**src/rtl/rvbridge_pkg.sv**
```systemverilog
// rtl/rvbridge_pkg.sv - shared register map, state encodings and bit positions for the CSR bridge
package rvbridge_pkg;

  // Per-channel capture state; encoding is what the status register reports
  typedef enum logic [1:0] {
    ST_STOPPED = 2'd0,
    ST_IDLE    = 2'd1,
    ST_FRAME   = 2'd2,
    ST_DRAIN   = 2'd3
  } chan_state_e;

  // Register offsets within a channel's 8-word window
  localparam logic [2:0] REG_CTRL       = 3'd0;
  localparam logic [2:0] REG_STATUS     = 3'd1;
  localparam logic [2:0] REG_IRQ        = 3'd2;
  localparam logic [2:0] REG_WIDTH      = 3'd3;
  localparam logic [2:0] REG_HEIGHT     = 3'd4;
  localparam logic [2:0] REG_INTERLACED = 3'd5;
  localparam logic [2:0] REG_COUNT      = 3'd6;

  // Bit positions
  localparam int CTRL_GO_BIT    = 0;
  localparam int CTRL_IRQEN_BIT = 1;
  localparam int IRQ_EOF_BIT    = 0;
  localparam int IRQ_ERR_BIT    = 1;

  localparam int MAX_CHANNELS = 8;

endpackage

```
**src/rtl/rvbridge_csr_chan.sv**
```systemverilog
// rtl/rvbridge_csr_chan.sv - one monitored video channel: state machine, shadowed geometry, irq flags, frame counter
module rvbridge_csr_chan
  import rvbridge_pkg::*;
#(
  parameter logic [15:0] VIP_WIDTH      = 16'd720,
  parameter logic [15:0] VIP_HEIGHT     = 16'd576,
  parameter logic [3:0]  VIP_INTERLACED = 4'b0010,
  parameter int          CNT_WIDTH      = 16
) (
  input  logic        av_clk,
  input  logic        av_rst_n,
  input  logic        i_wr_en,
  input  logic [2:0]  i_reg_sel,
  input  logic [15:0] i_wr_data,
  input  logic        i_mon_valid,
  input  logic        i_mon_ready,
  input  logic        i_mon_sop,
  input  logic        i_mon_eop,
  output logic        o_go,
  output logic [15:0] o_width,
  output logic [15:0] o_height,
  output logic [3:0]  o_interlaced,
  output logic        o_irq,
  output logic [31:0] o_rd_data
);

  chan_state_e          r_state;
  logic                 r_ch_go;
  logic                 r_go_bit;
  logic                 r_irqen;
  logic                 r_eof;
  logic                 r_err;
  logic [CNT_WIDTH-1:0] r_count;
  logic [15:0]          r_pend_width;
  logic [15:0]          r_pend_height;
  logic [3:0]           r_pend_interlaced;
  logic [15:0]          r_act_width;
  logic [15:0]          r_act_height;
  logic [3:0]           r_act_interlaced;

  logic       w_beat;
  logic       w_sop_beat;
  logic       w_eop_beat;
  logic       w_wr_ctrl;
  logic       w_go_wr1;
  logic       w_go_wr0;
  logic [1:0] w_irq_clr;
  logic       w_wr_count;
  logic       w_err_ev;
  logic       w_load_ok;

  assign w_beat     = i_mon_valid & i_mon_ready;
  assign w_sop_beat = w_beat & i_mon_sop;
  assign w_eop_beat = w_beat & i_mon_eop;

  assign w_wr_ctrl  = i_wr_en && (i_reg_sel == REG_CTRL);
  assign w_go_wr1   = w_wr_ctrl &  i_wr_data[CTRL_GO_BIT];
  assign w_go_wr0   = w_wr_ctrl & ~i_wr_data[CTRL_GO_BIT];
  assign w_irq_clr  = (i_wr_en && (i_reg_sel == REG_IRQ)) ? i_wr_data[1:0] : 2'b00;
  assign w_wr_count = i_wr_en && (i_reg_sel == REG_COUNT);

  // A start mid-frame or an end outside a frame is a protocol error; a single-beat packet in IDLE is legal
  assign w_err_ev = (w_sop_beat && ((r_state == ST_FRAME) || (r_state == ST_DRAIN))) ||
                    (w_eop_beat && ((r_state == ST_STOPPED) ||
                                    ((r_state == ST_IDLE) && !w_sop_beat)));

  // Geometry may only change between frames, never on the cycle a frame starts
  assign w_load_ok = ((r_state == ST_STOPPED) || (r_state == ST_IDLE)) && !w_sop_beat;

  // Capture state machine with registered channel-enable output
  always_ff @(posedge av_clk or negedge av_rst_n) begin
    if (!av_rst_n) begin
      r_state <= ST_IDLE;
      r_ch_go <= 1'b1;
    end else begin
      case (r_state)
        ST_STOPPED: begin
          if (w_go_wr1) begin
            r_state <= ST_IDLE;
            r_ch_go <= 1'b1;
          end
        end
        ST_IDLE: begin
          if (w_go_wr0) begin
            r_state <= ST_STOPPED;
            r_ch_go <= 1'b0;
          end else if (w_sop_beat && !w_eop_beat) begin
            r_state <= ST_FRAME;
          end
        end
        ST_FRAME: begin
          if (w_go_wr0) begin
            r_state <= w_eop_beat ? ST_STOPPED : ST_DRAIN;
            r_ch_go <= !w_eop_beat;
          end else if (w_eop_beat) begin
            r_state <= ST_IDLE;
          end
        end
        ST_DRAIN: begin
          if (w_go_wr1) begin
            r_state <= w_eop_beat ? ST_IDLE : ST_FRAME;
          end else if (w_eop_beat) begin
            r_state <= ST_STOPPED;
            r_ch_go <= 1'b0;
          end
        end
        default: begin
          r_state <= ST_STOPPED;
          r_ch_go <= 1'b0;
        end
      endcase
    end
  end

  // Control bits, sticky irq flags (set wins over clear) and frame counter
  always_ff @(posedge av_clk or negedge av_rst_n) begin
    if (!av_rst_n) begin
      r_go_bit <= 1'b1;
      r_irqen  <= 1'b0;
      r_eof    <= 1'b0;
      r_err    <= 1'b0;
      r_count  <= '0;
    end else begin
      if (w_wr_ctrl) begin
        r_go_bit <= i_wr_data[CTRL_GO_BIT];
        r_irqen  <= i_wr_data[CTRL_IRQEN_BIT];
      end
      r_eof <= (r_eof & ~w_irq_clr[IRQ_EOF_BIT]) | w_eop_beat;
      r_err <= (r_err & ~w_irq_clr[IRQ_ERR_BIT]) | w_err_ev;
      if (w_wr_count) begin
        r_count <= w_eop_beat ? CNT_WIDTH'(1) : '0;
      end else if (w_eop_beat) begin
        r_count <= r_count + CNT_WIDTH'(1);
      end
    end
  end

  // Pending geometry takes host writes; active copy follows it only between frames
  always_ff @(posedge av_clk or negedge av_rst_n) begin
    if (!av_rst_n) begin
      r_pend_width      <= VIP_WIDTH;
      r_pend_height     <= VIP_HEIGHT;
      r_pend_interlaced <= VIP_INTERLACED;
      r_act_width       <= VIP_WIDTH;
      r_act_height      <= VIP_HEIGHT;
      r_act_interlaced  <= VIP_INTERLACED;
    end else begin
      if (w_load_ok) begin
        r_act_width      <= r_pend_width;
        r_act_height     <= r_pend_height;
        r_act_interlaced <= r_pend_interlaced;
      end
      if (i_wr_en && (i_reg_sel == REG_WIDTH))      r_pend_width      <= i_wr_data;
      if (i_wr_en && (i_reg_sel == REG_HEIGHT))     r_pend_height     <= i_wr_data;
      if (i_wr_en && (i_reg_sel == REG_INTERLACED)) r_pend_interlaced <= i_wr_data[3:0];
    end
  end

  // Register read mux; geometry reads return the pending values
  always_comb begin
    o_rd_data = '0;
    case (i_reg_sel)
      REG_CTRL:       o_rd_data[1:0]  = {r_irqen, r_go_bit};
      REG_STATUS:     o_rd_data[1:0]  = r_state;
      REG_IRQ:        o_rd_data[1:0]  = {r_err, r_eof};
      REG_WIDTH:      o_rd_data[15:0] = r_pend_width;
      REG_HEIGHT:     o_rd_data[15:0] = r_pend_height;
      REG_INTERLACED: o_rd_data[3:0]  = r_pend_interlaced;
      REG_COUNT:      o_rd_data       = 32'(r_count);
      default:        o_rd_data       = '0;
    endcase
  end

  assign o_go         = r_ch_go;
  assign o_width      = r_act_width;
  assign o_height     = r_act_height;
  assign o_interlaced = r_act_interlaced;
  assign o_irq        = r_irqen & (r_eof | r_err);

endmodule

```
**src/rtl/rvbridge_csr_mc.sv**
```systemverilog
// rtl/rvbridge_csr_mc.sv - multi-channel video monitor CSR block: address decode, channel array, read return
module rvbridge_csr_mc
  import rvbridge_pkg::*;
#(
  parameter int          CHANNELS       = 2,
  parameter logic [15:0] VIP_WIDTH      = 16'd720,
  parameter logic [15:0] VIP_HEIGHT     = 16'd576,
  parameter logic [3:0]  VIP_INTERLACED = 4'b0010,
  parameter int          CNT_WIDTH      = 16
) (
  input  logic                   av_clk,
  input  logic                   av_rst_n,
  input  logic [5:0]             av_address,
  input  logic                   av_read,
  input  logic                   av_write,
  input  logic [31:0]            av_writedata,
  output logic [31:0]            av_readdata,
  output logic                   av_readdatavalid,
  output logic                   av_waitrequest,
  output logic                   av_irq,
  input  logic [CHANNELS-1:0]    mon_valid,
  input  logic [CHANNELS-1:0]    mon_ready,
  input  logic [CHANNELS-1:0]    mon_sop,
  input  logic [CHANNELS-1:0]    mon_eop,
  output logic [CHANNELS-1:0]    ch_go,
  output logic [16*CHANNELS-1:0] ch_width,
  output logic [16*CHANNELS-1:0] ch_height,
  output logic [4*CHANNELS-1:0]  ch_interlaced
);

  logic [2:0]          w_ch_sel;
  logic [2:0]          w_reg_sel;
  logic [CHANNELS-1:0] w_wr_en;
  logic [CHANNELS-1:0] w_irq;
  logic [31:0]         w_rd_data [CHANNELS];
  logic [31:0]         w_rd_mux;
  logic                w_unused;
  logic [31:0]         r_readdata;
  logic                r_readdatavalid;

  assign w_ch_sel  = av_address[5:3];
  assign w_reg_sel = av_address[2:0];
  assign w_unused  = &{1'b0, av_writedata[31:16]};

  for (genvar g = 0; g < CHANNELS; g++) begin : g_chan
    assign w_wr_en[g] = av_write && (w_ch_sel == 3'(g));

    rvbridge_csr_chan #(
      .VIP_WIDTH      (VIP_WIDTH),
      .VIP_HEIGHT     (VIP_HEIGHT),
      .VIP_INTERLACED (VIP_INTERLACED),
      .CNT_WIDTH      (CNT_WIDTH)
    ) u_chan (
      .av_clk       (av_clk),
      .av_rst_n     (av_rst_n),
      .i_wr_en      (w_wr_en[g]),
      .i_reg_sel    (w_reg_sel),
      .i_wr_data    (av_writedata[15:0]),
      .i_mon_valid  (mon_valid[g]),
      .i_mon_ready  (mon_ready[g]),
      .i_mon_sop    (mon_sop[g]),
      .i_mon_eop    (mon_eop[g]),
      .o_go         (ch_go[g]),
      .o_width      (ch_width[16*g +: 16]),
      .o_height     (ch_height[16*g +: 16]),
      .o_interlaced (ch_interlaced[4*g +: 4]),
      .o_irq        (w_irq[g]),
      .o_rd_data    (w_rd_data[g])
    );
  end

  // Channel select for reads; unpopulated channel slots read as zero
  always_comb begin
    w_rd_mux = '0;
    for (int i = 0; i < CHANNELS; i++) begin
      if (w_ch_sel == 3'(i)) w_rd_mux = w_rd_data[i];
    end
  end

  // Fixed one-cycle read return; data sampled before any same-cycle write lands
  always_ff @(posedge av_clk or negedge av_rst_n) begin
    if (!av_rst_n) begin
      r_readdata      <= '0;
      r_readdatavalid <= 1'b0;
    end else begin
      r_readdata      <= av_read ? w_rd_mux : 32'd0;
      r_readdatavalid <= av_read;
    end
  end

  assign av_readdata      = r_readdata;
  assign av_readdatavalid = r_readdatavalid;
  assign av_waitrequest   = 1'b0;
  assign av_irq           = |w_irq;

endmodule

```
**config.mk**
```make
export PLATFORM = sky130hd
export DESIGN_NAME = rvbridge_csr_mc
export DESIGN_NICKNAME = d
export VERILOG_FILES = /design/src/rtl/rvbridge_pkg.sv /design/src/rtl/rvbridge_csr_chan.sv /design/src/rtl/rvbridge_csr_mc.sv
export SDC_FILE = /design/constraint.sdc
export NUM_CORES = 1
export LEC_CHECK = 0
export ABC_AREA = 0
export CORE_MARGIN = 1.5
export CORE_UTILIZATION = 55
export CTS_CLUSTER_DIAMETER = 100
export DETAILED_ROUTE_END_ITERATION = 10
export GPL_ROUTABILITY_DRIVEN = 0
export PLACE_DENSITY = 0.81
export SYNTH_ARGS = -nofsm -noshare
export SYNTH_HDL_FRONTEND = slang
export SYNTH_HIERARCHICAL = 1
export SYNTH_SLANG_ARGS = --single-unit
export TNS_END_PERCENT = 50
```
**constraint.sdc**
```tcl
create_clock -name av_clk -period 2.35 [get_ports av_clk]
set_input_delay 0.5875 -clock av_clk [delete_from_list [all_inputs] [get_ports av_clk]]
set_output_delay 0.5875 -clock av_clk [all_outputs]
set_load 0.01 [all_outputs]
```
==> qor.yml <==
run_status: "finished clean"
drt-pass1-iter-count: 7
yosysTopAreaCellShare_pct: 45.5
root_buffer: "clkbuf_16"
clock_latency_ns: 0.52
area_growth_syn_to_layout_pct: 27.3
power.density_nw_per_um2: 874
maxCapViolCount: 0
core-area_um2: 18600
synth_flop_cell: "dfrtp_1"
ys_warn_count: 6
ys_types: 66
detail-route-antenna-nets: 0
setup_viol: 0
grt_pass1_vias: 7625
grt-ovfl-total: 0
pre_cts_slack_ns: -0.263
fin_crit_ns: 2.29
worst_slew_margin_rel_pct: 62.1
wl_per_cell_um: 19.8
synth_area_leader_cell: "dfrtp_1"
clock_skew_ns: 0.0202
cts_sinks: 223
ir_drop_uv: 553
syn-mean-instance-area_um2: 11.9
layout.nets: 1102
critPathLaunchType: "flop"
critPathRequiredTime_ns: 1.76
cts_tree: "done"
clk_pin_slew_ns: 0.06
cts_buffer_depth: 3
vias: 7428
netlist_area_um2: 10400
rsz0062_at_grt: "false"
path_max_fanout: 3
postSynthCellCount: 872
cts_hold_buf: 0
async_reset_ff_share_pct: 100
nFillCells: 1271
drt-total-wl_um: 25800
path_class: "flop to output port"
drt_iter0_drc: 457
grt_pass1_wl_um: 41400
crit_start: "g_chan[1].u_chan/r_eof$_DFF_PN0_"
dpl.cell_count: 1259
grtUsageTotal_pct: 26.7
synth-edff-count: 0
io_pins: 159
power_leakage_nw: 6.00
final_cell_mix: "dfrtp_1, mux2_2, clkdlybuf4s50_1"
synth_seq_cells: 223
final_common_cell: "dfrtp_1"
drc_errors: 0
worst_pin_slew_ns: 0.569
antenna_found_initial: 0
layoutNonFillerInstCount: 1301
avgViaCountPerCell: 5.71
ys_seq_area_share_pct: 54.0
portBuffers: 141
finalWorstSetupSlack_ns: 0.0565
reg2reg_from: "g_chan[1].u_chan/r_count[1]$_DFFE_PN0P_"
hpwl_um: 17600
layout-drive-gt1-share_pct: 28.1
ys_top_cells_by_area: "dfrtp_1, mux2_2, dfstp_2, mux2i_1, nand2_1"
finalHoldViolCount: 0
post_cts_buffers: 0
die_h_um: 141
rows: 50
drv_slew: 0
numCtsBuffers: 23
diodes: 0
fp.dieW_um: 141
fmax_mhz: 436
setup.worst_path.end_class: "output port"
arrival_ns: 1.71
die_area_um2: 19800
hold_path_class: "input pin to async pin"
fin_crit_sh_pct: 97.6
grt_max_degree: 56
power_mw: 11.6
h-tree-depth: 1
initial_core_util_pct: 55.8
-- sequential cells by signal, summed over array words and instances, names as in the netlist --
| signal | cells |
|---|---|
| g_chan.u_chan/r_count | 32 |
| g_chan.u_chan/r_eof | 2 |
| g_chan.u_chan/r_pend_width | 32 |
| g_chan.u_chan/o_interlaced | 8 |
| av_readdatavalid | 1 |
| g_chan.u_chan/o_height | 32 |
| g_chan.u_chan/r_pend_height | 32 |
| g_chan.u_chan/r_pend_interlaced | 8 |
| g_chan.u_chan/o_go | 2 |
| g_chan.u_chan/r_irqen | 2 |
| g_chan.u_chan/r_state | 4 |
| g_chan.u_chan/o_width | 32 |
| av_readdata | 32 |
| g_chan.u_chan/r_go_bit | 2 |
| g_chan.u_chan/r_err | 2 |
-- final cells by class --
| cell class | count | area, um2 | share of cell area (%) |
|---|---|---|---|
| tap | 234 | 293 | 2.21 |
| sequential | 223 | 5620 | 42.5 |
| timing repair buffer | 202 | 1960 | 14.8 |
| clock inverter | 17 | 324 | 2.45 |
| multi-input combinational | 594 | 4430 | 33.4 |
| inverter | 6 | 22.5 | 0.170 |
| clock buffer | 25 | 593 | 4.48 |
-- where the power goes --
group	internal, mW	total [mW]	switching [mW]	leakage (nW)
clock	2.82	4.37	1.54	0.448
sequential	4.47	4.98	0.514	2.87
combinational	1.26	2.22	0.961	2.68
-- Yosys cell counts (3+ instances only) --
cell type / number
dfrtp_1: 189
mux2_2: 141
nand2_1: 82
mux2i_1: 63
nor2_1: 59
o21ai_0: 47
dfstp_2: 34
buf_4: 33
a21oi_1: 25
buf_2: 21
clkbuf_1: 17
nand3_1: 12
or3_1: 11
xnor2_1: 11
nand4_1: 8
xor2_1: 7
inv_1: 6
nand4b_1: 6
nor2b_1: 6
buf_6: 5
nor3_1: 5
a22o_1: 4
and3_1: 4
and4_1: 4
o21a_1: 4
or4_1: 4
a31oi_1: 3
conb_1: 3
mux4_2: 3
nor4b_1: 3
o31ai_1: 3
-- final timing paths --
check	end	cells after the start	slack (ns)
worst max-delay path	av_irq	3	0.06
worst min-delay path	av_readdata[24]$_DFF_PN0_	1	0.02
worst max register to register	g_chan[1].u_chan/r_count[14]$_DFFE_PN0P_	5	0.46
worst min register to register	g_chan[0].u_chan/r_go_bit$_DFFE_PN1N_	2	0.49
max in group asynchronous	g_chan[1].u_chan/o_go$_DFFE_PN1P_	2	1.60
min in group av_clk	g_chan[0].u_chan/r_go_bit$_DFFE_PN1N_	2	0.49
-- cells by family (layout without fill, tap and decap cells) --
logic type / after synthesis / after routing / synth area share, %
AO/OA/AOI/OAI: 104 / 104 / 5.90
XOR/XNOR: 18 / 18 / 1.52
adder cells (fa/ha/maj): 2 / 2 / 0.240
buffers and inverters: 85 / 250 / 4.98
flip-flops: 223 / 223 / 54.0
multiplexers: 207 / 207 / 22.0
other: 3 / 33 / 0.108
AND/OR/NAND/NOR: 230 / 230 / 11.2
-- stage by stage --
step           utilization, %  TNS (ns)  instance area (um2)  hold WS (ns)
2_1_floorplan               -         0                10600         0.292
3_3_place_gp             66.1     -8.42                12300         0.468
3_5_place_dp             66.1    -13.28                12300         0.484
4_1_cts                  71.0         0                13200        0.0284
5_1_grt                  71.0         0                13200        0.0426
6_report                 71.0         0                13200        0.0168
-- critical path, cell delays in order (launching register included) --
cell,delay [ns]
dfrtp_1,0.40
o21a_1,0.21
or2_2,0.28
dlygate4sd2_1,0.30
-- repair_timing --
| item | CTS | global route |
|---|---|---|
| hold endpoints to repair | 0 | 0 |
| setup endpoints to repair | 1 | 0 |
| resized for setup | 1 | 0 |
-- layer usage --
layer | vias up | GRT usage, % | part of all wire [%]
li1 | 3382 | - | -
met1 | 3703 | 36.1 | 43
met2 | 280 | 43.8 | 48
met3 | 63 | 4.31 | 5.9
met4 | 0 | 10.4 | 3.4
met5 | - | 0 | 0
No activity file was read; power rests on OpenSTA's default activity.
